===== src/rtl/serial_adder_ctrl_if.sv =====
// Requester handshake and full-adder cell signals of serial_adder_ctrl.
interface serial_adder_ctrl_if #(
    parameter int WIDTH = 8
);
    logic             start;
    logic [WIDTH-1:0] a_in;
    logic [WIDTH-1:0] b_in;
    logic             cin_in;
    logic             fa_a;
    logic             fa_b;
    logic             fa_cin;
    logic             fa_sum;
    logic             fa_cout;
    logic             busy;
    logic             done;
    logic [WIDTH-1:0] sum_out;
    logic             cout_out;
    logic             ovf;

    modport slave (
        input  start, a_in, b_in, cin_in, fa_sum, fa_cout,
        output fa_a, fa_b, fa_cin, busy, done, sum_out, cout_out, ovf
    );

    modport master (
        output start, a_in, b_in, cin_in, fa_sum, fa_cout,
        input  fa_a, fa_b, fa_cin, busy, done, sum_out, cout_out, ovf
    );
endinterface


===== src/rtl/serial_adder_ctrl.sv =====
// Bit-serial add sequencer around one external full adder, LSB first.
// SERIAL_ADDER_OVF_EN adds signed-overflow detection on the ovf output.
module serial_adder_ctrl #(
    parameter int WIDTH = 8
) (
    input  logic                clk,
    input  logic                rst_n,
    serial_adder_ctrl_if.slave  bus
);
    localparam int CW = $clog2(WIDTH + 1);

    localparam logic [1:0] S_IDLE = 2'd0;
    localparam logic [1:0] S_RUN  = 2'd1;
    localparam logic [1:0] S_DONE = 2'd2;

    logic [1:0]       state_q, state_d;
    logic [WIDTH-1:0] a_sh_q, a_sh_d;
    logic [WIDTH-1:0] b_sh_q, b_sh_d;
    logic [WIDTH-1:0] sum_sh_q, sum_sh_d;
    logic [WIDTH-1:0] sum_next;
    logic             carry_q, carry_d;
    logic [CW-1:0]    cnt_q, cnt_d;
    logic             run;
    logic             accept;
    logic             last;

    assign run    = (state_q == S_RUN);
    assign accept = bus.start && !run;
    assign last   = run && (cnt_q == CW'(WIDTH - 1));

    if (WIDTH > 1) begin : g_wide
        assign sum_next = {bus.fa_sum, sum_sh_q[WIDTH-1:1]};
    end else begin : g_one
        assign sum_next = bus.fa_sum;
    end

    always_comb begin
        state_d  = state_q;
        a_sh_d   = a_sh_q;
        b_sh_d   = b_sh_q;
        sum_sh_d = sum_sh_q;
        carry_d  = carry_q;
        cnt_d    = cnt_q;
        if (accept) begin
            state_d  = S_RUN;
            a_sh_d   = bus.a_in;
            b_sh_d   = bus.b_in;
            sum_sh_d = '0;
            carry_d  = bus.cin_in;
            cnt_d    = '0;
        end else if (run) begin
            a_sh_d   = a_sh_q >> 1;
            b_sh_d   = b_sh_q >> 1;
            sum_sh_d = sum_next;
            carry_d  = bus.fa_cout;
            cnt_d    = cnt_q + CW'(1);
            if (last) begin
                state_d = S_DONE;
            end
        end else if (state_q == S_DONE) begin
            state_d = S_IDLE;
        end
    end

    always_ff @(posedge clk or negedge rst_n) begin
        if (!rst_n) begin
            state_q  <= S_IDLE;
            a_sh_q   <= '0;
            b_sh_q   <= '0;
            sum_sh_q <= '0;
            carry_q  <= 1'b0;
            cnt_q    <= '0;
        end else begin
            state_q  <= state_d;
            a_sh_q   <= a_sh_d;
            b_sh_q   <= b_sh_d;
            sum_sh_q <= sum_sh_d;
            carry_q  <= carry_d;
            cnt_q    <= cnt_d;
        end
    end

    assign bus.busy   = run;
    assign bus.done   = (state_q == S_DONE);
    assign bus.fa_a   = run & a_sh_q[0];
    assign bus.fa_b   = run & b_sh_q[0];
    assign bus.fa_cin = run & carry_q;

    // Shift and carry regs hold the result after RUN; masking them during
    // RUN gives the cleared-on-accept behaviour without a second register.
    assign bus.sum_out  = run ? '0 : sum_sh_q;
    assign bus.cout_out = ~run & carry_q;

`ifdef SERIAL_ADDER_OVF_EN
    logic cmsb_q, cmsb_d;

    always_comb begin
        cmsb_d = cmsb_q;
        if (accept) begin
            cmsb_d = 1'b0;
        end else if (last) begin
            cmsb_d = carry_q;
        end
    end

    always_ff @(posedge clk or negedge rst_n) begin
        if (!rst_n) begin
            cmsb_q <= 1'b0;
        end else begin
            cmsb_q <= cmsb_d;
        end
    end

    assign bus.ovf = ~run & (cmsb_q ^ carry_q);
`else
    assign bus.ovf = 1'b0;
`endif
endmodule


===== src/flat_wrapper.sv =====
// flat-port wrapper written by rule: the top's interface ports become plain ports
module serial_adder_ctrl_flat 
#(
    parameter int WIDTH = 8
)
  (clk, rst_n, bus_start, bus_a_in, bus_b_in, bus_cin_in, bus_fa_sum, bus_fa_cout, bus_fa_a, bus_fa_b, bus_fa_cin, bus_busy, bus_done, bus_sum_out, bus_cout_out, bus_ovf);
  serial_adder_ctrl_if #(.WIDTH(WIDTH)) bus_i ();
  input  logic clk;
  input  logic rst_n;
  input wire logic [$bits(bus_i.start)-1:0] bus_start;
  input wire logic [$bits(bus_i.a_in)-1:0] bus_a_in;
  input wire logic [$bits(bus_i.b_in)-1:0] bus_b_in;
  input wire logic [$bits(bus_i.cin_in)-1:0] bus_cin_in;
  input wire logic [$bits(bus_i.fa_sum)-1:0] bus_fa_sum;
  input wire logic [$bits(bus_i.fa_cout)-1:0] bus_fa_cout;
  output wire logic [$bits(bus_i.fa_a)-1:0] bus_fa_a;
  output wire logic [$bits(bus_i.fa_b)-1:0] bus_fa_b;
  output wire logic [$bits(bus_i.fa_cin)-1:0] bus_fa_cin;
  output wire logic [$bits(bus_i.busy)-1:0] bus_busy;
  output wire logic [$bits(bus_i.done)-1:0] bus_done;
  output wire logic [$bits(bus_i.sum_out)-1:0] bus_sum_out;
  output wire logic [$bits(bus_i.cout_out)-1:0] bus_cout_out;
  output wire logic [$bits(bus_i.ovf)-1:0] bus_ovf;
  assign bus_i.start = bus_start;
  assign bus_i.a_in = bus_a_in;
  assign bus_i.b_in = bus_b_in;
  assign bus_i.cin_in = bus_cin_in;
  assign bus_i.fa_sum = bus_fa_sum;
  assign bus_i.fa_cout = bus_fa_cout;
  assign bus_fa_a = bus_i.fa_a;
  assign bus_fa_b = bus_i.fa_b;
  assign bus_fa_cin = bus_i.fa_cin;
  assign bus_busy = bus_i.busy;
  assign bus_done = bus_i.done;
  assign bus_sum_out = bus_i.sum_out;
  assign bus_cout_out = bus_i.cout_out;
  assign bus_ovf = bus_i.ovf;
  serial_adder_ctrl #(.WIDTH(WIDTH)) u_core (.clk(clk), .rst_n(rst_n), .bus(bus_i));
endmodule

===== config.mk =====
export PLATFORM = sky130hd
export DESIGN_NAME = serial_adder_ctrl_flat
export DESIGN_NICKNAME = d
export VERILOG_FILES = /design/src/rtl/serial_adder_ctrl_if.sv /design/src/rtl/serial_adder_ctrl.sv /design/src/flat_wrapper.sv
export SDC_FILE = /design/constraint.sdc
export NUM_CORES = 1
export LEC_CHECK = 0
export BUFFER_PORTS_ARGS = -buffer_cell sky130_fd_sc_hd__clkbuf_2
export CORE_MARGIN = 10
export CORE_UTILIZATION = 26
export CTS_CLUSTER_DIAMETER = 50
export DETAILED_ROUTE_END_ITERATION = 8
export PLACE_DENSITY = 0.51
export SYNTH_ARGS = -nofsm -noshare
export SYNTH_HDL_FRONTEND = slang
export SYNTH_SLANG_ARGS = --single-unit

===== constraint.sdc =====
create_clock -name clk -period 1.8 [get_ports clk]
set_input_delay 0.18 -clock clk [delete_from_list [all_inputs] [get_ports clk]]
set_output_delay 0.18 -clock clk [all_outputs]
set_load 0.1 [all_outputs]

Yosys cells after proc, flatten, opt, wreduce, memory -nomap -nowiden:

Cells that the tools add are included.

* word-level logic and storage cells: 37
* bits of input ports: 22
* output and inout port bits: 15
* flip-flop bits (word level): 31

* reduce and logical (&&, ||, !) cells: 6
* eq/ne operators: 4
* $add $sub $neg: 1
* mux-type cells: 15
* bitwise gates (word level): 5

Operators with widths (number)
* 8-bit 2-to-1 mux: 7
* 2-bit 2-to-1 mux: 4
* 4-bit 2-to-1 mux: 2
* 4-bit by 1-bit adder with 4-bit output (second input constant): 1
* 1-bit AND: 4
* 4-bit by 3-bit equality test with 1-bit output (second input constant): 1
* 3-bit inequality test (second input constant): 1
* 3-bit nonzero test: 1
* 2-bit by 1-bit equality test with 1-bit output (second input constant): 1
* 2-bit equality test (second input constant): 1
* 1-bit logical AND: 2
* 1-bit 2-to-1 mux: 2
* 2-bit AND reduction: 1
* 2-bit nonzero test: 1
* 1-bit logical NOT: 1
* 1-bit NOT: 1

Logic depth before layout (Yosys ltp):

Gate-level depths: netlist of run 1.

* depth in word-level cells: 5
* depth in mapped cells: 5
* depth with buffers taken out: 4

Worst setup path before layout of run 1:

Ideal clock, no wire load.

* path kind: register to output
* from: reg u_core.state_q[0]
* to: out bus_sum_out[4]
* required time: 1.620 ns
* stages on the path, launching flop included: 4
* data arrival time: 2.047 ns
* path buffers: 1
* slack: -0.427 ns
* path through: dfrtp_1 -> nor2b_4 -> clkbuf_2 -> nor2b_1

* word-level cells in the longest chain between the ends: 2

RTL lines
* from (decl): RTL line serial_adder_ctrl.sv:16 `logic [1:0] state_q, state_d;`
* from (signal assigned): RTL line serial_adder_ctrl.sv:74 `state_q <= state_d;`
* 2-bit by 1-bit equality test with 1-bit output: RTL line serial_adder_ctrl.sv:27 `assign run = (state_q == S_RUN);`
* 8-bit 2-to-1 mux: RTL line serial_adder_ctrl.sv:91 `assign bus.sum_out = run ? '0 : sum_sh_q;`
* to (decl): RTL line flat_wrapper.sv:21 `output wire logic [$bits(bus_i.sum_out)-1:0] bus_sum_out;`

Every way passes these cells.

Final worst setup path of run 1:

* from: reg u_core.state_q[1]
* to: out bus_busy

* word-level cells in the longest chain between the ends: 1

RTL lines
* 2-bit by 1-bit equality test with 1-bit output: RTL line serial_adder_ctrl.sv:27
* to (decl): RTL line flat_wrapper.sv:19 `output wire logic [$bits(bus_i.busy)-1:0] bus_busy;`

Every way passes these cells.

==> results_dict.tcl, run 1 <==
set metrics [dict create \
    crit_fanout 18 \
    synth_nets 171 \
    vias 1114 \
    start_kind "flip-flop" \
    crit_arrival_ps 1490 \
    numPortBuffers 35 \
    critical_path.max_stage_delay_ps 510 \
    path_clk_slew_ps 60 \
    fmax_mhz 599 \
    die_w_um 96.0 \
    yosysUniqueCellTypes 27 \
    ant_nets 0 \
    numCtsBuffers 5 \
    final_max_slew_viol_count 0 \
    routed_wl_um 3470 \
    grt_pass1_vias 1189 \
    syn_area_um2 1500 \
    fin_cells 261 \
    p_comb_share_pct 58.6 \
    synth_area_per_cell_um2 10.1 \
    crit_path_end_kind "output port" \
    grt_setup_unrepaired "no" \
    io_pins 37 \
    worst_pin_slew_ps 770 \
    die-height_um 96.0 \
    gp_congestion 0.671 \
    post_cts_buffers 0 \
    power.internal_uw 2280 \
    max-slew-margin-rel_pct 48.6 \
    synth-edff-count 0 \
    drt-wirelength-per-cell_um 13.3 \
    routed_via_density 4.27 \
    hold_viol 0 \
    clockPowerShare_pct 13.9 \
    cp_num_buf_inv 2 \
    cts.sinks 31 \
    ys_ff_latch 31 \
    cap_violations 0 \
    vdd_ir_drop_max_uv 648 \
    timing.final.crit_share_pct 92.7 \
    powerDensity_nw_per_um2 2120 \
    num_rows 27 \
    yosysWarnings 0 \
    cts_tree "built" \
    final_layout_size_suffix_gt1_share_pct 27.5 \
    share_seq_of_total_power_pct 27.5 \
    crit_path_cell_trace "nor2b_4, buf_4, buf_12" \
    clockRootBuffer "clkbuf_8" \
    cts_max_level 2 \
    placed_cells 250 \
    die_area_um2 9210 \
    finalSetupViolations 0 \
    cts_buffer_depth 2 \
    syn2layout_area_growth_pct 36.7 \
    synth_ff_type "dfrtp_1" \
    finClkSkew_ps 3.56 \
    critPathKind "flip-flop to output port" \
    grt_overflow 0 \
    initial_core_util_pct 27.1 \
    p_leak_uw 0.00101 \
    drc 0 \
    sw_frac_of_total_pct 47.6 \
    insertedDiodeCount 0 \
    first_pass_iters 3 \
    cp.required_ps 1620 \
    grt_pass1_wl_um 5800 \
    async_flop_share_pct 100 \
    final_nets 211 \
    antenna_found_initial 0 \
    worst_path_dominant_cell_family "flip-flops" \
    period_needed_ps 1670 \
    hold_path.class "input port to flip-flop" \
    coreArea_um2 5540 \
    grt_usage_pct 8.14 \
    switching_power_uw 2070 \
    drtIter0Drc 89 \
    status "completed" \
    grt_max_degree 32 \
    synth_cells 148 \
    dp_hpwl_um 2400 \
    clk-insertion-delay-late_ps 280 \
    holdWs_ps 107 \
    slowest_stage "dfrtp_1" \
    ys_seq_area_share_pct 51.7 \
]
## power groups by stage
stage	combinational [µW]	clock (µW)	sequential [µW]
after detailed placement	2510	0	1190
final	2550	604	1200
after CTS	2540	629	1180
after floorplan	1820	0	1140
after global placement	2500	0	1170
after global routing	2750	655	1240
## tightest hold or removal path, cell delays in order
cell	delay (ps)
clkbuf_2	70
nand2_1	40
o21ai_0	60
## layout make-up
class / count / area, µm²
Clock buffer: 8 / 100
Timing Repair Buffer: 41 / 418
Sequential cell: 31 / 776
Multi-Input combinational cell: 108 / 664
Fill cell: 587 / 3490
Inverter: 1 / 3.75
Tap cell: 72 / 90.1
## cells in the final DEF, fill, tap and decap left out, types with 3 or more instances in the layout
master | netlist | final
o21ai_0 | 25 | 25
buf_4 | 2 | 5
nor2_1 | 3 | 3
and2b_1 | 7 | 7
nor2b_1 | 4 | 4
and2_1 | 3 | 3
nand2_1 | 34 | 34
dfrtp_1 | 31 | 31
buf_12 | 0 | 13
clkbuf_8 | 2 | 7
nor2b_4 | 1 | 3
mux2i_1 | 17 | 17
clkbuf_2 | 3 | 22
## kinds of logic after synthesis
| logic type | synth area share, % |
|---|---|
| mux | 12.3 |
| xor+xnor | 0.583 |
| flops | 51.7 |
| fa+ha+maj | 0.833 |
| compound gates | 10.3 |
| other cells | 0.250 |
| simple gates | 18.2 |
| buf+inv | 5.92 |
## synthesized netlist by cell type, types with 2 or more instances
cell type	instances	share of area (%)
buf_6	2	1.5
dfrtp_1	31	52
and2_1	3	1.3
mux2i_1	17	11
buf_4	2	1.0
nand2_1	34	8.5
o21ai_0	25	8.3
nor2_1	3	0.75
clkbuf_2	3	1.0
nor2b_1	4	1.7
and2b_1	7	3.5
clkbuf_8	2	1.8
## metrics by stage
step                TNS [ps]  total power [µW]  utilization, %  area (µm²)  worst slack (ps)
floorplan              -1280              2960               -        1500              -427
global placement           0              3670            34.6        1910               259
detailed placement         0              3690            34.6        1910               230
CTS                        0              4360            36.7        2030              37.2
global route               0              4650            37.0        2050              39.9
finish                     0              4350            37.0        2050               132
## sequential cells by signal, indices dropped and copies added, names as in the netlist
name,count
u_core.state_q,2
u_core.carry_q,1
u_core.b_sh_q,8
u_core.cnt_q,4
u_core.a_sh_q,8
u_core.sum_sh_q,8
## routing by layer
metal	wire, µm	up-vias	global-route usage [%]	share of wire [%]
met2	1660	20	11.8	48
met3	183	4	3.27	5.3
met5	0	-	0	0
met4	28	0	3.32	0.81
li1	-	572	-	-
met1	1600	518	10.5	46
## path summary, 6_finish.rpt
| path | startpoint | to | slack, ps | cells past startpoint |
|---|---|---|---|---|
| worst max-delay path | u_core.state_q[1]$_DFFE_PN0P_ | bus_busy | 130 | 3 |
| worst min-delay path | bus_fa_cout | u_core.carry_q$_DFFE_PN0P_ | 110 | 3 |
| worst max register to register | u_core.state_q[1]$_DFFE_PN0P_ | u_core.a_sh_q[3]$_DFFE_PN0P_ | 490 | 3 |
| worst min register to register | u_core.b_sh_q[2]$_DFFE_PN0P_ | u_core.b_sh_q[1]$_DFFE_PN0P_ | 470 | 2 |
| max in group asynchronous | rst_n | u_core.a_sh_q[0]$_DFFE_PN0P_ | 790 | 2 |
| min in group asynchronous | rst_n | u_core.sum_sh_q[0]$_DFFE_PN0P_ | 520 | 2 |
## repair_timing
item                                   4_1_cts  5_1_grt
endpoints found under the hold margin       31        0
resized for setup                            0        2
hold buffers                                 1        0
gates cloned                                 1        1
pin swaps                                    0        0
setup endpoints to repair                   10        2
(Power assumes the default switching activity.)
==> run 2, diff against run 1 <==
REMOVE_ABC_BUFFERS = 1   (was not set)
==> results_dict.tcl, run 2 (synthesis gave the netlist of run 1 again) <==
set metrics [dict create \
    min_delay_path_depth 3 \
    clockPowerShare_pct 12.3 \
    powerDensity_nw_per_um2 2050 \
    crit_path_end_kind "output port" \
    num_rows 27 \
    holdWs_ps 113 \
    finalSetupViolations 0 \
    crit_path_start "u_core.state_q[0]$_DFFE_PN0P_" \
    numPortBuffers 35 \
    die-height_um 96.0 \
    clk-insertion-delay-late_ps 280 \
    n_fill_cell 585 \
    p_comb_share_pct 59.5 \
    hold_path.class "input port to flip-flop" \
    initial_core_util_pct 27.1 \
    share_seq_of_total_power_pct 28.2 \
    insertedDiodeCount 0 \
    first_pass_iters 3 \
    routed_via_density 4.21 \
    status "completed" \
    cts_tree "built" \
    io_pins 37 \
    worstHoldStart "bus_fa_sum" \
    grt_setup_unrepaired "yes" \
    syn2layout_area_growth_pct 34.3 \
    timing.final.crit_share_pct 94.6 \
    cap_violations 0 \
    cp.required_ps 1620 \
    total_power_uw 4140 \
    switching_power_uw 1980 \
    routed_wl_um 3090 \
    grt_overflow 0 \
    grt_usage_pct 7.32 \
    drt-wirelength-per-cell_um 11.9 \
    final_max_slew_viol_count 0 \
    max-slew-margin-rel_pct 63.7 \
    sw_frac_of_total_pct 47.9 \
    grt_pass1_wl_um 5260 \
    dp_hpwl_um 2250 \
    clockRootBuffer "clkbuf_8" \
    start_kind "flip-flop" \
    period_needed_ps 1700 \
    grt_max_degree 39 \
    path_clk_slew_ps 60 \
    reg_top3 "u_core.a_sh_q x8, u_core.b_sh_q x8, u_core.sum_sh_q x8" \
    finClkSkew_ps 6.11 \
    vias 1090 \
    mostFrequentLayoutCell "nand2_1" \
    die_w_um 96.0 \
    coreArea_um2 5540 \
    cts_buffer_depth 2 \
    worst_pin_slew_ps 547 \
    cts_max_level 2 \
    crit_arrival_ps 1520 \
    p_leak_uw 0.000982 \
    antenna_found_initial 0 \
    power.internal_uw 2160 \
    vdd_ir_drop_max_uv 1280 \
    final_nets 209 \
    final_layout_size_suffix_gt1_share_pct 26.2 \
    ff2ff_path_depth 4 \
    fmax_mhz 587 \
    drtIter0Drc 51 \
    critPathKind "flip-flop to output port" \
    cts.sinks 31 \
    ant_nets 0 \
    die_area_um2 9210 \
    grt_pass1_vias 1114 \
    crit_fanout 29 \
    drc 0 \
    final_cell_mix "34 x nand2_1, 31 x dfrtp_1, 25 x o21ai_0" \
    gp_congestion 0.673 \
    numCtsBuffers 5 \
    r2r_start "u_core.state_q[0]$_DFFE_PN0P_" \
    hold_viol 0 \
]
## run 2: changes by cell type in the layout (fill, tap and decap cells not counted)
cell	delta
nor2b_4	-2
buf_6	+1
buf_8	+1
clkbuf_1	+1
buf_4	-2
clkbuf_8	-2
clkinv_2	+1
## run 2: path summary, 6_finish.rpt
| check | end | slack (ps) |
|---|---|---|
| setup / recovery | bus_sum_out[7] | 100 |
| hold / removal | u_core.sum_sh_q[7]$_DFFE_PN0P_ | 110 |
| setup reg to reg | u_core.cnt_q[0]$_DFFE_PN0P_ | 510 |
| hold reg to reg | u_core.a_sh_q[0]$_DFFE_PN0P_ | 480 |
| max in group asynchronous | u_core.a_sh_q[6]$_DFFE_PN0P_ | 1010 |
| min in group asynchronous | u_core.b_sh_q[0]$_DFFE_PN0P_ | 310 |
## run 2: area by class of cell
class                   instances  area [µm²]  area share (%)
clock inverters                 1        5.00           0.248
repair buffers                 41         429            21.3
flip-flops and latches         31         776            38.5
clock buffers                   7        76.3            3.78
inverters                       1        3.75           0.186
multi-input cells             106         637            31.6
well taps                      72        90.1            4.47
## run 2: per-layer routing
layer / up-vias / routed length, µm / track usage, %
met5: - / 0 / 0
met4: 0 / 21 / 2.58
met3: 2 / 291 / 3.74
met2: 27 / 1290 / 10.4
met1: 492 / 1490 / 9.32
li1: 569 / - / -
## run 2: what timing repair did
action                                  4_1_cts  5_1_grt
endpoints found under the setup margin        2       10
buffers inserted                              0        0
hold buffers                                  1        0
gates resized for setup                       1        2
hold endpoints to repair                      9        0
## run 2: power groups by stage
stage	clock network, µW	registers [µW]	logic (µW)
after global routing	575	1220	2640
after detailed placement	0	1180	2450
after CTS	545	1170	2460
final	509	1170	2460
after floorplan	0	1140	1630
after global placement	0	1170	2420
## run 2: stage by stage
stage | TNS (ps) | utilization [%] | setup WS (ps) | cells | area [µm²]
floorplan | -10960 | - | -799 | 138 | 1420
detailed placement | 0 | 34.6 | 294 | 250 | 1910
global route | -28.8 | 36.4 | -10.2 | 259 | 2020
finish | 0 | 36.4 | 97.8 | 259 | 2020
global placement | 0 | 34.6 | 326 | 250 | 1910
CTS | 0 | 36.3 | 27.7 | 259 | 2010
## run 2: worst max-delay path: stages, from the launching register on
cell	delay [ps]
dfrtp_1	420
nor2b_4	200
buf_6	220
and2b_1	230
buf_12	170
